===== config.mk =====
export PLATFORM = sky130hd
export DESIGN_NAME = waveform_plot_renderer_flat
export DESIGN_NICKNAME = d
export VERILOG_FILES = /design/src/rtl/analyzer_display_pkg.sv /design/src/rtl/waveform_plot_renderer_if.sv /design/src/rtl/pixel_delay_line.sv /design/src/rtl/waveform_plot_renderer.sv /design/src/flat_wrapper.sv
export SDC_FILE = /design/constraint.sdc
export NUM_CORES = 1
export LEC_CHECK = 0
export BUFFER_PORTS_ARGS = -buffer_cell sky130_fd_sc_hd__clkbuf_2
export CORE_ASPECT_RATIO = 1.1
export CORE_MARGIN = 2
export CORE_UTILIZATION = 45
export DETAILED_ROUTE_END_ITERATION = 6
export PLACE_DENSITY = 0.63
export SYNTH_ARGS = -nofsm -noshare
export SYNTH_HDL_FRONTEND = slang
export SYNTH_SLANG_ARGS = --single-unit

===== constraint.sdc =====
create_clock -name VGA_CLK -period 4.8 [get_ports VGA_CLK]
set_input_delay 0.72 -clock VGA_CLK [delete_from_list [all_inputs] [get_ports VGA_CLK]]
set_output_delay 0.72 -clock VGA_CLK [all_outputs]
set_load 0.05 [all_outputs]

===== src/rtl/analyzer_display_pkg.sv =====
// Shared display definitions for the analyzer plot renderers: window geometry
// defaults, grid pitch, RAM read latency and the frame-state encoding.
package analyzer_display_pkg;
  localparam int WIN_X0_DEF    = 100;
  localparam int WIN_Y0_DEF    = 40;
  localparam int WIN_W_DEF     = 405;
  localparam int WIN_H_DEF     = 256;
  localparam int SAMPLE_W_DEF  = 10;
  localparam int RD_LAT_DEF    = 2;
  localparam int GRID_STEP_DEF = 32;
  localparam int COORD_W       = 11;

  typedef enum logic [1:0] {
    IDLE   = 2'd0,
    ACTIVE = 2'd1,
    DONE   = 2'd2
  } frame_state_t;
endpackage


===== src/rtl/waveform_plot_renderer_if.sv =====
// Read port between a plot renderer and its channel's waveform storage RAM.
interface waveform_plot_renderer_if #(
  parameter int SAMPLE_W = 10
);
  // read_enable high: the storage returns the sample at its current address
  // RD_LAT cycles after the pixel and advances one address per cycle; while
  // low the address returns to 0. There is no back-pressure.
  logic                read_enable;
  logic [SAMPLE_W-1:0] sample_q;

  modport master (output read_enable, input sample_q);
  modport slave  (input read_enable, output sample_q);
endinterface


===== src/rtl/pixel_delay_line.sv =====
// Fixed-depth shift register used to line pixel attributes up with RAM data.
module pixel_delay_line #(
  parameter int DEPTH = 2,
  parameter int WIDTH = 1
) (
  input  logic             VGA_CLK,
  input  logic             reset,
  input  logic [WIDTH-1:0] data,
  output logic [WIDTH-1:0] delayed
);
  logic [WIDTH-1:0] stage [DEPTH];

  always_ff @(posedge VGA_CLK) begin
    if (!reset) begin
      for (int i = 0; i < DEPTH; i++) stage[i] <= '0;
    end else begin
      stage[0] <= data;
      for (int i = 1; i < DEPTH; i++) stage[i] <= stage[i-1];
    end
  end

  assign delayed = stage[DEPTH-1];
endmodule


===== src/rtl/waveform_plot_renderer.sv =====
// Per-channel plot renderer: fetches one stored sample per window column and
// classifies each pixel as trace, grid or background, RD_LAT+1 cycles late.
module waveform_plot_renderer
  import analyzer_display_pkg::*;
#(
  parameter int WIN_X0    = WIN_X0_DEF,
  parameter int WIN_Y0    = WIN_Y0_DEF,
  parameter int WIN_W     = WIN_W_DEF,
  parameter int WIN_H     = WIN_H_DEF,
  parameter int SAMPLE_W  = SAMPLE_W_DEF,
  parameter int RD_LAT    = RD_LAT_DEF,
  parameter int GRID_STEP = GRID_STEP_DEF
) (
  input  logic                     VGA_CLK,
  input  logic                     reset,
  input  logic [COORD_W-1:0]       hcount,
  input  logic [COORD_W-1:0]       vcount,
  input  logic                     video_on,
  waveform_plot_renderer_if.master ram,
  output logic                     trace_on,
  output logic                     grid_on,
  output logic                     video_on_d,
  output logic                     frame_done,
  output frame_state_t             state_dbg
);
  localparam int PIPE_W = 2 * COORD_W + 2;
  localparam logic [COORD_W-1:0] GRID_MASK = COORD_W'(GRID_STEP - 1);

  logic h_in, v_in, in_win;
  logic [COORD_W-1:0] col, row;

  assign h_in   = (hcount >= COORD_W'(WIN_X0)) && (hcount < COORD_W'(WIN_X0 + WIN_W));
  assign v_in   = (vcount >= COORD_W'(WIN_Y0)) && (vcount < COORD_W'(WIN_Y0 + WIN_H));
  assign in_win = h_in && v_in && video_on;
  assign col    = hcount - COORD_W'(WIN_X0);
  assign row    = vcount - COORD_W'(WIN_Y0);

  logic [PIPE_W-1:0] pipe_in, pipe_out;
  logic win_a, von_a;
  logic [COORD_W-1:0] col_a, row_a;

  assign pipe_in = {in_win, video_on, col, row};

  pixel_delay_line #(.DEPTH(RD_LAT), .WIDTH(PIPE_W)) u_align (
    .VGA_CLK (VGA_CLK),
    .reset   (reset),
    .data    (pipe_in),
    .delayed (pipe_out)
  );

  assign {win_a, von_a, col_a, row_a} = pipe_out;

  // Top 8 sample bits give the height; flip so sample 0 lands on the bottom row.
  logic [7:0] y_cur, y_prev, y_ref, y_lo, y_hi;
  logic trace_hit, grid_hit, last_a;

  assign y_cur     = 8'(WIN_H - 1) - ram.sample_q[SAMPLE_W-1 -: 8];
  assign y_ref     = (col_a == '0) ? y_cur : y_prev;
  assign y_lo      = (y_ref < y_cur) ? y_ref : y_cur;
  assign y_hi      = (y_ref < y_cur) ? y_cur : y_ref;
  assign trace_hit = (row_a >= {3'b000, y_lo}) && (row_a <= {3'b000, y_hi});
  assign grid_hit  = ((col_a & GRID_MASK) == '0) || ((row_a & GRID_MASK) == '0) ||
                     (col_a == COORD_W'(WIN_W - 1)) || (row_a == COORD_W'(WIN_H - 1));
  assign last_a    = (col_a == COORD_W'(WIN_W - 1)) && (row_a == COORD_W'(WIN_H - 1));

  logic read_en;
  assign ram.read_enable = read_en;

  always_ff @(posedge VGA_CLK) begin
    if (!reset) begin
      read_en    <= 1'b0;
      trace_on   <= 1'b0;
      grid_on    <= 1'b0;
      video_on_d <= 1'b0;
      y_prev     <= '0;
    end else begin
      read_en    <= in_win;
      trace_on   <= win_a && trace_hit;
      grid_on    <= win_a && grid_hit;
      video_on_d <= von_a;
      if (win_a) y_prev <= y_cur;
    end
  end

  // armed blocks a second frame_done until the beam has left the window rows.
  frame_state_t state;
  logic armed;

  always_ff @(posedge VGA_CLK) begin
    if (!reset) begin
      state      <= IDLE;
      frame_done <= 1'b0;
      armed      <= 1'b1;
    end else begin
      frame_done <= 1'b0;
      if (!v_in) armed <= 1'b1;
      case (state)
        IDLE:    if (win_a && armed) state <= ACTIVE;
        ACTIVE:  if (win_a && last_a) begin
                   state      <= DONE;
                   frame_done <= 1'b1;
                   armed      <= 1'b0;
                 end
        DONE:    state <= IDLE;
        default: state <= IDLE;
      endcase
    end
  end

  assign state_dbg = state;
endmodule


===== src/flat_wrapper.sv =====
// flat-port wrapper written by rule: the top's interface ports become plain ports
module waveform_plot_renderer_flat import analyzer_display_pkg::*;
#(
  parameter int WIN_X0    = WIN_X0_DEF,
  parameter int WIN_Y0    = WIN_Y0_DEF,
  parameter int WIN_W     = WIN_W_DEF,
  parameter int WIN_H     = WIN_H_DEF,
  parameter int SAMPLE_W  = SAMPLE_W_DEF,
  parameter int RD_LAT    = RD_LAT_DEF,
  parameter int GRID_STEP = GRID_STEP_DEF
)
  (VGA_CLK, reset, hcount, vcount, video_on, trace_on, grid_on, video_on_d, frame_done, state_dbg, ram_read_enable, ram_sample_q);
  waveform_plot_renderer_if #(.SAMPLE_W(SAMPLE_W)) ram_i ();
  input  logic VGA_CLK;
  input  logic reset;
  input  logic [COORD_W-1:0] hcount;
  input  logic [COORD_W-1:0] vcount;
  input  logic video_on;
  output logic trace_on;
  output logic grid_on;
  output logic video_on_d;
  output logic frame_done;
  output frame_state_t state_dbg;
  output wire logic [$bits(ram_i.read_enable)-1:0] ram_read_enable;
  input wire logic [$bits(ram_i.sample_q)-1:0] ram_sample_q;
  assign ram_read_enable = ram_i.read_enable;
  assign ram_i.sample_q = ram_sample_q;
  waveform_plot_renderer #(.WIN_X0(WIN_X0), .WIN_Y0(WIN_Y0), .WIN_W(WIN_W), .WIN_H(WIN_H), .SAMPLE_W(SAMPLE_W), .RD_LAT(RD_LAT), .GRID_STEP(GRID_STEP)) u_core (.VGA_CLK(VGA_CLK), .reset(reset), .hcount(hcount), .vcount(vcount), .video_on(video_on), .ram(ram_i), .trace_on(trace_on), .grid_on(grid_on), .video_on_d(video_on_d), .frame_done(frame_done), .state_dbg(state_dbg));
endmodule

==> results of run 1 <==
-- cell families (layout without fill, tap and decap cells) --
kind of cell	after synthesis	count (layout)	share of synthesized area [%]
AO/OA/AOI/OAI	55	55	14.1
flip-flops	63	63	40.9
buffers and inverters	26	73	3.16
XOR/XNOR	10	10	2.84
multiplexers	15	15	4.86
adder cells (fa/ha/maj)	27	27	10.9
AND/OR/NAND/NOR	125	125	23.2
-- synth_stat cells (7+ instances only) --
cell	n
clkbuf_1	9
o211a_1	8
dfxtp_1	63
nor2b_1	7
ha_1	27
mux2i_1	15
and2_1	43
nor2_1	11
inv_1	17
nand2_1	25
o21ai_0	12
-- power by group through the flow --
stage	combinational [mW]	clock, mW	sequential [mW]
floorplan	0.128	0	0.564
global placement	0.174	0	0.565
detailed placement	0.179	0	0.566
CTS	0.179	0.479	0.554
global route	0.201	0.503	0.556
finish	0.177	0.464	0.554
-- registers in the layout, indices dropped and copies added (netlist names) --
register	flops
u_core.video_on_d	1
u_core.u_align.stage	48
u_core.grid_on	1
u_core.frame_done	1
u_core.armed	1
u_core.y_prev	8
u_core.trace_on	1
u_core.state_dbg	2
-- cells in the final DEF (no fill, tap or decap), types with 7 or more instances in the layout --
cell type,synthesis,final
ha_1,27,27
nor2b_1,7,7
mux2i_1,15,15
clkbuf_8,0,12
nor2_1,11,11
o21ai_0,12,12
inv_1,17,17
nand2_1,25,25
dfxtp_1,63,63
clkbuf_2,0,39
o211a_1,8,8
and2_1,43,43
-- layout make-up --
cell class	count	area share (%)
clock buffer	14	4.84
sequential	63	35.3
tap	82	2.88
timing repair buffer	40	5.68
inverter	17	1.79
clock inverter	2	1.05
multi-input combinational	232	48.4
-- metal layers --
metal / up-vias / part of all wire [%] / global-route usage [%] / wire length, um
met5: - / 0 / 0 / 0
met3: 9 / 3.6 / 3.38 / 198
met4: 0 / 1.8 / 7.92 / 97
li1: 1216 / - / - / -
met2: 45 / 47 / 26.1 / 2590
met1: 1016 / 48 / 19.8 / 2630
-- worst paths after layout --
path	from	slack [ns]	cells after the start	endpoint
worst max register to register	u_core.u_align.stage[0][36]	0.64	14	u_core.trace_on
worst min register to register	u_core.u_align.stage[0][4]	0.43	1	u_core.u_align.stage[0][28]
worst min-delay path	u_core.u_align.stage[0][4]	0.43	1	u_core.u_align.stage[0][28]
worst max-delay path	u_core.u_align.stage[0][36]	0.64	14	u_core.trace_on
-- through the flow --
stage | power [mW] | hold WS [ns] | cells
after floorplan | 0.692 | 0.412 | 321
after detailed placement | 0.744 | 0.417 | 434
final | 1.19 | 0.427 | 450
after CTS | 1.21 | 0.429 | 450
after global placement | 0.739 | 0.417 | 434
after global routing | 1.26 | 0.444 | 450
==> out/results.ini, run 1 <==
[logic_synthesis]
ys_top_cells_by_area = dfxtp_1 41%, ha_1 11%, and2_1 8.7%
syn_nets = 383
synth-seq-cells = 63
ys_seq_area_share_pct = 40.9
syn_inst = 321
synth_top_area_cell = dfxtp_1
synth_top_area_share_pct = 40.9
synth-async-reset-ratio_pct = 0
yosys_warnings = 0
synth-edff-count = 0
synth_area_um2 = 3090
synth-main-ff-cell = dfxtp_1
synth_area_per_cell_um2 = 9.62
synth_cell_types = 46

[place]
place_ws_ns = 0.569
placed_area_um2 = 3360
place_hpwl_mm = 4.32
gp_congestion = 0.856
numPortBuffers = 39

[detailed_routing]
num_vias = 2286
drc = 0
ant_nets = 0
wl_per_cell_um = 12.3
drt_iter0_markers = 66
firstDrtPassIters = 5
wl_mm = 5.52
drt-vias-per-instance = 5.08

[global_routing]
track_usage_pct = 16.0
antenna_found_initial = 0
grt_max_degree = 47
first_global_vias = 2273
grt-ovfl-total = 0
grt_pass1_wl_mm = 9.89

[clocking]
cts-resized-gates = 0
cts_tree = done
htree_num_levels = 3
clock_sinks = 63
cts_hold_buf = 0
post_cts_buffers = 0
clockRootBuffer = clkbuf_8
clk_pin_slew_ns = 0.07
clockBufferDepth = 2
cts_made_buffers = 9
clock_latency_ns = 0.32

[critical_path]
critical_path_required_ns = 5.01
worstSetupStartpointType = flop
criticalPathCategory = flop to flop
cpMostUsedCell = ha_1
slowest_delay_ns = 0.48
path_cells = nor3_1 > nand4_2 > nand2_1 > o21ai_0 > ha_1 > a21oi_1 > o21ai_1 > a211oi_4 > mux2i_1 > ha_1 > a21o_1 > a2111oi_0 > o311a_1 > a211oi_1
cp.arrival_ns = 4.37
critPathSlowestCell = a211oi_4
cp-end-kind = flop
worstPathMaxFanout = 15
critPathBufInv = 0
cp_top_family = compound AO/OA/AOI/OAI gates

[power]
p_int_mw = 0.909
irDropWorstVdd_mv = 0.185
clkPwrFrac_pct = 38.8
netSwitchingFraction_pct = 23.9
netSwitchingPower_mw = 0.286
pwr_density_cell_nw_per_um2 = 335
pwr-share-seq_pct = 46.4
comb_power_share_pct = 14.8
p_leak_nw = 1.71

[final_layout]
layout.nets = 425
nFillCells = 618
seq_area_um2 = 1260
design_area_um2 = 3570
multi_input_area_um2 = 1730
drive_gt1_share_pct = 17.4
antennaDiodeCount = 0
final_util_pct = 53.8
synthToLayoutAreaGrowth_pct = 15.6

[sta]
slew_headroom_pct = 53.9
final_max_slew_viol_count = 0
fin_skew_ns = 0.00485
tns_ns = 0
rsz0062_at_grt = false
maxClockFrequency_mhz = 240
setup_viol = 0
fin_crit_ns = 4.16
worstMarginPinSlew_ns = 0.691
finalHoldViolCount = 0
min_period_over_period_pct = 86.7
setup_slack_ns = 0.640

[die]
ioPinCount = 42
die_y_um = 90.9
num_rows = 31
die-area_um2 = 7540
die_w_um = 83.0
core_um2 = 6630
start_util_pct = 46.5

[flow_run]
drv_cap = 0

[run_status]
status = finished, final reports clean

[worst_hold_path]
min_path_type = flop to flop

(Power assumes the default switching activity.)
==> run 2, diff against run 1 <==
--- a/config.mk
+++ b/config.mk
@@ -8,9 +8,9 @@
 export BUFFER_PORTS_ARGS = -buffer_cell sky130_fd_sc_hd__clkbuf_2
 export CORE_ASPECT_RATIO = 1.1
 export CORE_MARGIN = 2
-export CORE_UTILIZATION = 45
+export CORE_UTILIZATION = 55
 export DETAILED_ROUTE_END_ITERATION = 6
-export PLACE_DENSITY = 0.63
+export PLACE_DENSITY = 0.75
 export SYNTH_ARGS = -nofsm -noshare
 export SYNTH_HDL_FRONTEND = slang
 export SYNTH_SLANG_ARGS = --single-unit
==> out/results.ini, run 2 (synthesis results as in run 1) <==
[detailed_routing]
drt-vias-per-instance = 5.11  ; was 5.08
wl_mm = 5.36  ; was 5.52 mm
wl_per_cell_um = 12.2  ; was 12.3 um
num_vias = 2249  ; was 2286
drc = 0  ; unchanged
firstDrtPassIters = 4  ; was 5
ant_nets = 0  ; unchanged
drt_iter0_markers = 52  ; was 66

[global_routing]
use_met2_pct = 33.4  ; was 26.1%
grt-ovfl-total = 0  ; unchanged
track_usage_pct = 19.6  ; was 16.0%
grt_max_degree = 32  ; was 47
first_global_vias = 2120  ; was 2273
grt_pass1_wl_mm = 9.18  ; was 9.89 mm
gr-usage-met3_pct = 4.49  ; was 3.38%
antenna_found_initial = 0  ; unchanged
met1_usage_pct = 23.7  ; was 19.8%
busiest_layer = met2  ; unchanged

[final_layout]
largest_reg_flops = 48  ; unchanged
drive_gt1_share_pct = 17.0  ; was 17.4%
synthToLayoutAreaGrowth_pct = 14.5  ; was 15.6%
antennaDiodeCount = 0  ; unchanged
top_register = u_core.u_align.stage  ; unchanged
layout_common_cells = 63 x dfxtp_1, 43 x and2_1, 39 x clkbuf_2, 27 x ha_1, 25 x nand2_1  ; unchanged
final_common_cell = dfxtp_1  ; unchanged
final_util_pct = 65.5  ; was 53.8%
layout.nets = 425  ; unchanged

[critical_path]
r2r_end = u_core.trace_on  ; unchanged
rrSetupSlack_ns = 0.65  ; was 0.64 ns
regToRegStartpoint = u_core.u_align.stage[0][36]  ; unchanged
cp-end-kind = flop  ; unchanged
worstPathMaxFanout = 15  ; unchanged
r2r_cells = 13  ; was 14
cp.arrival_ns = 4.37  ; about the same
worstSetupStartpointType = flop  ; unchanged
critical_path_required_ns = 5.01  ; about the same
criticalPathCategory = flop to flop  ; unchanged

[die]
die_y_um = 82.6  ; was 90.9 um
die-area_um2 = 6230  ; was 7540 um2
start_util_pct = 57.2  ; was 46.5%
core_um2 = 5400  ; was 6630 um2
die_w_um = 75.4  ; was 83.0 um
num_rows = 28  ; was 31
ioPinCount = 42  ; unchanged

[sta]
tns_ns = 0  ; unchanged
setup_viol = 0  ; unchanged
final_max_slew_viol_count = 0  ; unchanged
maxClockFrequency_mhz = 241  ; was 240 MHz
finalHoldViolCount = 0  ; unchanged
fin_crit_ns = 4.15  ; was 4.16 ns
rsz0062_at_grt = false  ; unchanged
min_period_over_period_pct = 86.6  ; was 86.7%
worstMarginPinSlew_ns = 0.700  ; was 0.691 ns
slew_headroom_pct = 53.2  ; was 53.9%
fin_skew_ns = 0.00469  ; was 0.00485 ns

[run_status]
status = finished, final reports clean  ; unchanged

[clocking]
clockRootBuffer = clkbuf_8  ; unchanged
cts-resized-gates = 0  ; unchanged
cts_made_buffers = 9  ; unchanged
htree_num_levels = 3  ; unchanged
cts_tree = done  ; unchanged
clockBufferDepth = 2  ; unchanged
clk_pin_slew_ns = 0.06  ; was 0.07 ns
cts_hold_buf = 0  ; unchanged
clock_latency_ns = 0.33  ; was 0.32 ns
post_cts_buffers = 0  ; unchanged
clock_sinks = 63  ; unchanged

[worst_hold_path]
min_from = u_core.u_align.stage[0][5]  ; was u_core.u_align.stage[0][4]
holdPathStages = 1  ; unchanged
min_to = u_core.u_align.stage[0][29]  ; was u_core.u_align.stage[0][28]
min_path_type = flop to flop  ; unchanged

[power]
netSwitchingFraction_pct = 23.8  ; was 23.9%
fin_total_pwr_mw = 1.16  ; was 1.19 mW
irDropWorstVdd_mv = 0.187  ; was 0.185 mV
netSwitchingPower_mw = 0.276  ; was 0.286 mW
pwr-share-seq_pct = 47.7  ; was 46.4%
p_int_mw = 0.885  ; was 0.909 mW
pwr_density_cell_nw_per_um2 = 328  ; was 335 nW/um2
p_leak_nw = 1.70  ; was 1.71 nW
clkPwrFrac_pct = 37.2  ; was 38.8%
comb_power_share_pct = 15.1  ; was 14.8%

[flow_run]
drv_cap = 0  ; unchanged

[place]
place_hpwl_mm = 4.12  ; was 4.32 mm
numPortBuffers = 39  ; unchanged
gp_congestion = 0.838  ; was 0.856

run 2: cell types whose count changed in the layout (fill, tap and decap cells not counted):
| cell | delta |
|---|---|
| clkbuf_1 | -1 |
| clkbuf_8 | -1 |
| clkinvlp_4 | -1 |
run 2: power by group through the flow:
stage	Clock, mW	Sequential (mW)	Combinational, mW
4_1_cts	0.442	0.554	0.178
6_report	0.431	0.554	0.176
3_5_place_dp	0	0.565	0.177
3_3_place_gp	0	0.565	0.171
2_1_floorplan	0	0.564	0.128
5_1_grt	0.467	0.556	0.201
run 2: critical path, cell delays in order (launching register included):
cell       delay (ns)
dfxtp_1          0.30
nor3_1           0.42
nand4_2          0.42
o21ai_0          0.30
ha_1             0.30
a21oi_1          0.19
o21ai_1          0.20
a211oi_4         0.50
mux2i_1          0.25
ha_1             0.27
a21o_1           0.18
a2111oi_0        0.41
o311a_1          0.25
a211oi_1         0.05
run 2: worst max path at each step:
stage | startpoint | end | slack, ns | depth (start not counted)
2_1_floorplan | u_core.u_align.stage[0][40] | u_core.trace_on | 1.16 | 15
3_3_place_gp | u_core.u_align.stage[0][36] | u_core.trace_on | 0.69 | 14
3_5_place_dp | u_core.u_align.stage[0][36] | u_core.trace_on | 0.62 | 13
4_1_cts | u_core.u_align.stage[0][36] | u_core.trace_on | 0.60 | 13
5_1_grt | u_core.u_align.stage[0][36] | u_core.trace_on | 0.17 | 13
6_report | u_core.u_align.stage[0][36] | u_core.trace_on | 0.65 | 13
run 2: area by class of cell:
class,count,area (um2)
clock buffer,12,155
clock inverter,1,30.0
fill,488,1860
inverter,17,63.8
multi-input combinational,232,1730
sequential,63,1260
tap,75,93.8
timing repair buffer,40,203
run 2: stage by stage:
stage / setup slack [ns] / cell area [um2] / std cells / hold WS [ns]
4_1_cts: 0.599 / 3530 / 440 / 0.426
6_report: 0.645 / 3530 / 440 / 0.425
3_3_place_gp: 0.691 / 3350 / 427 / 0.412
5_1_grt: 0.170 / 3530 / 440 / 0.441
2_1_floorplan: 1.16 / 3090 / 321 / 0.412
3_5_place_dp: 0.617 / 3350 / 427 / 0.417
run 2: metal layers:
layer | share of wire, % | wire, um
met4 | 1.2 | 66
met5 | 0 | 0
met3 | 3.6 | 195
met1 | 47 | 2520
met2 | 48 | 2580
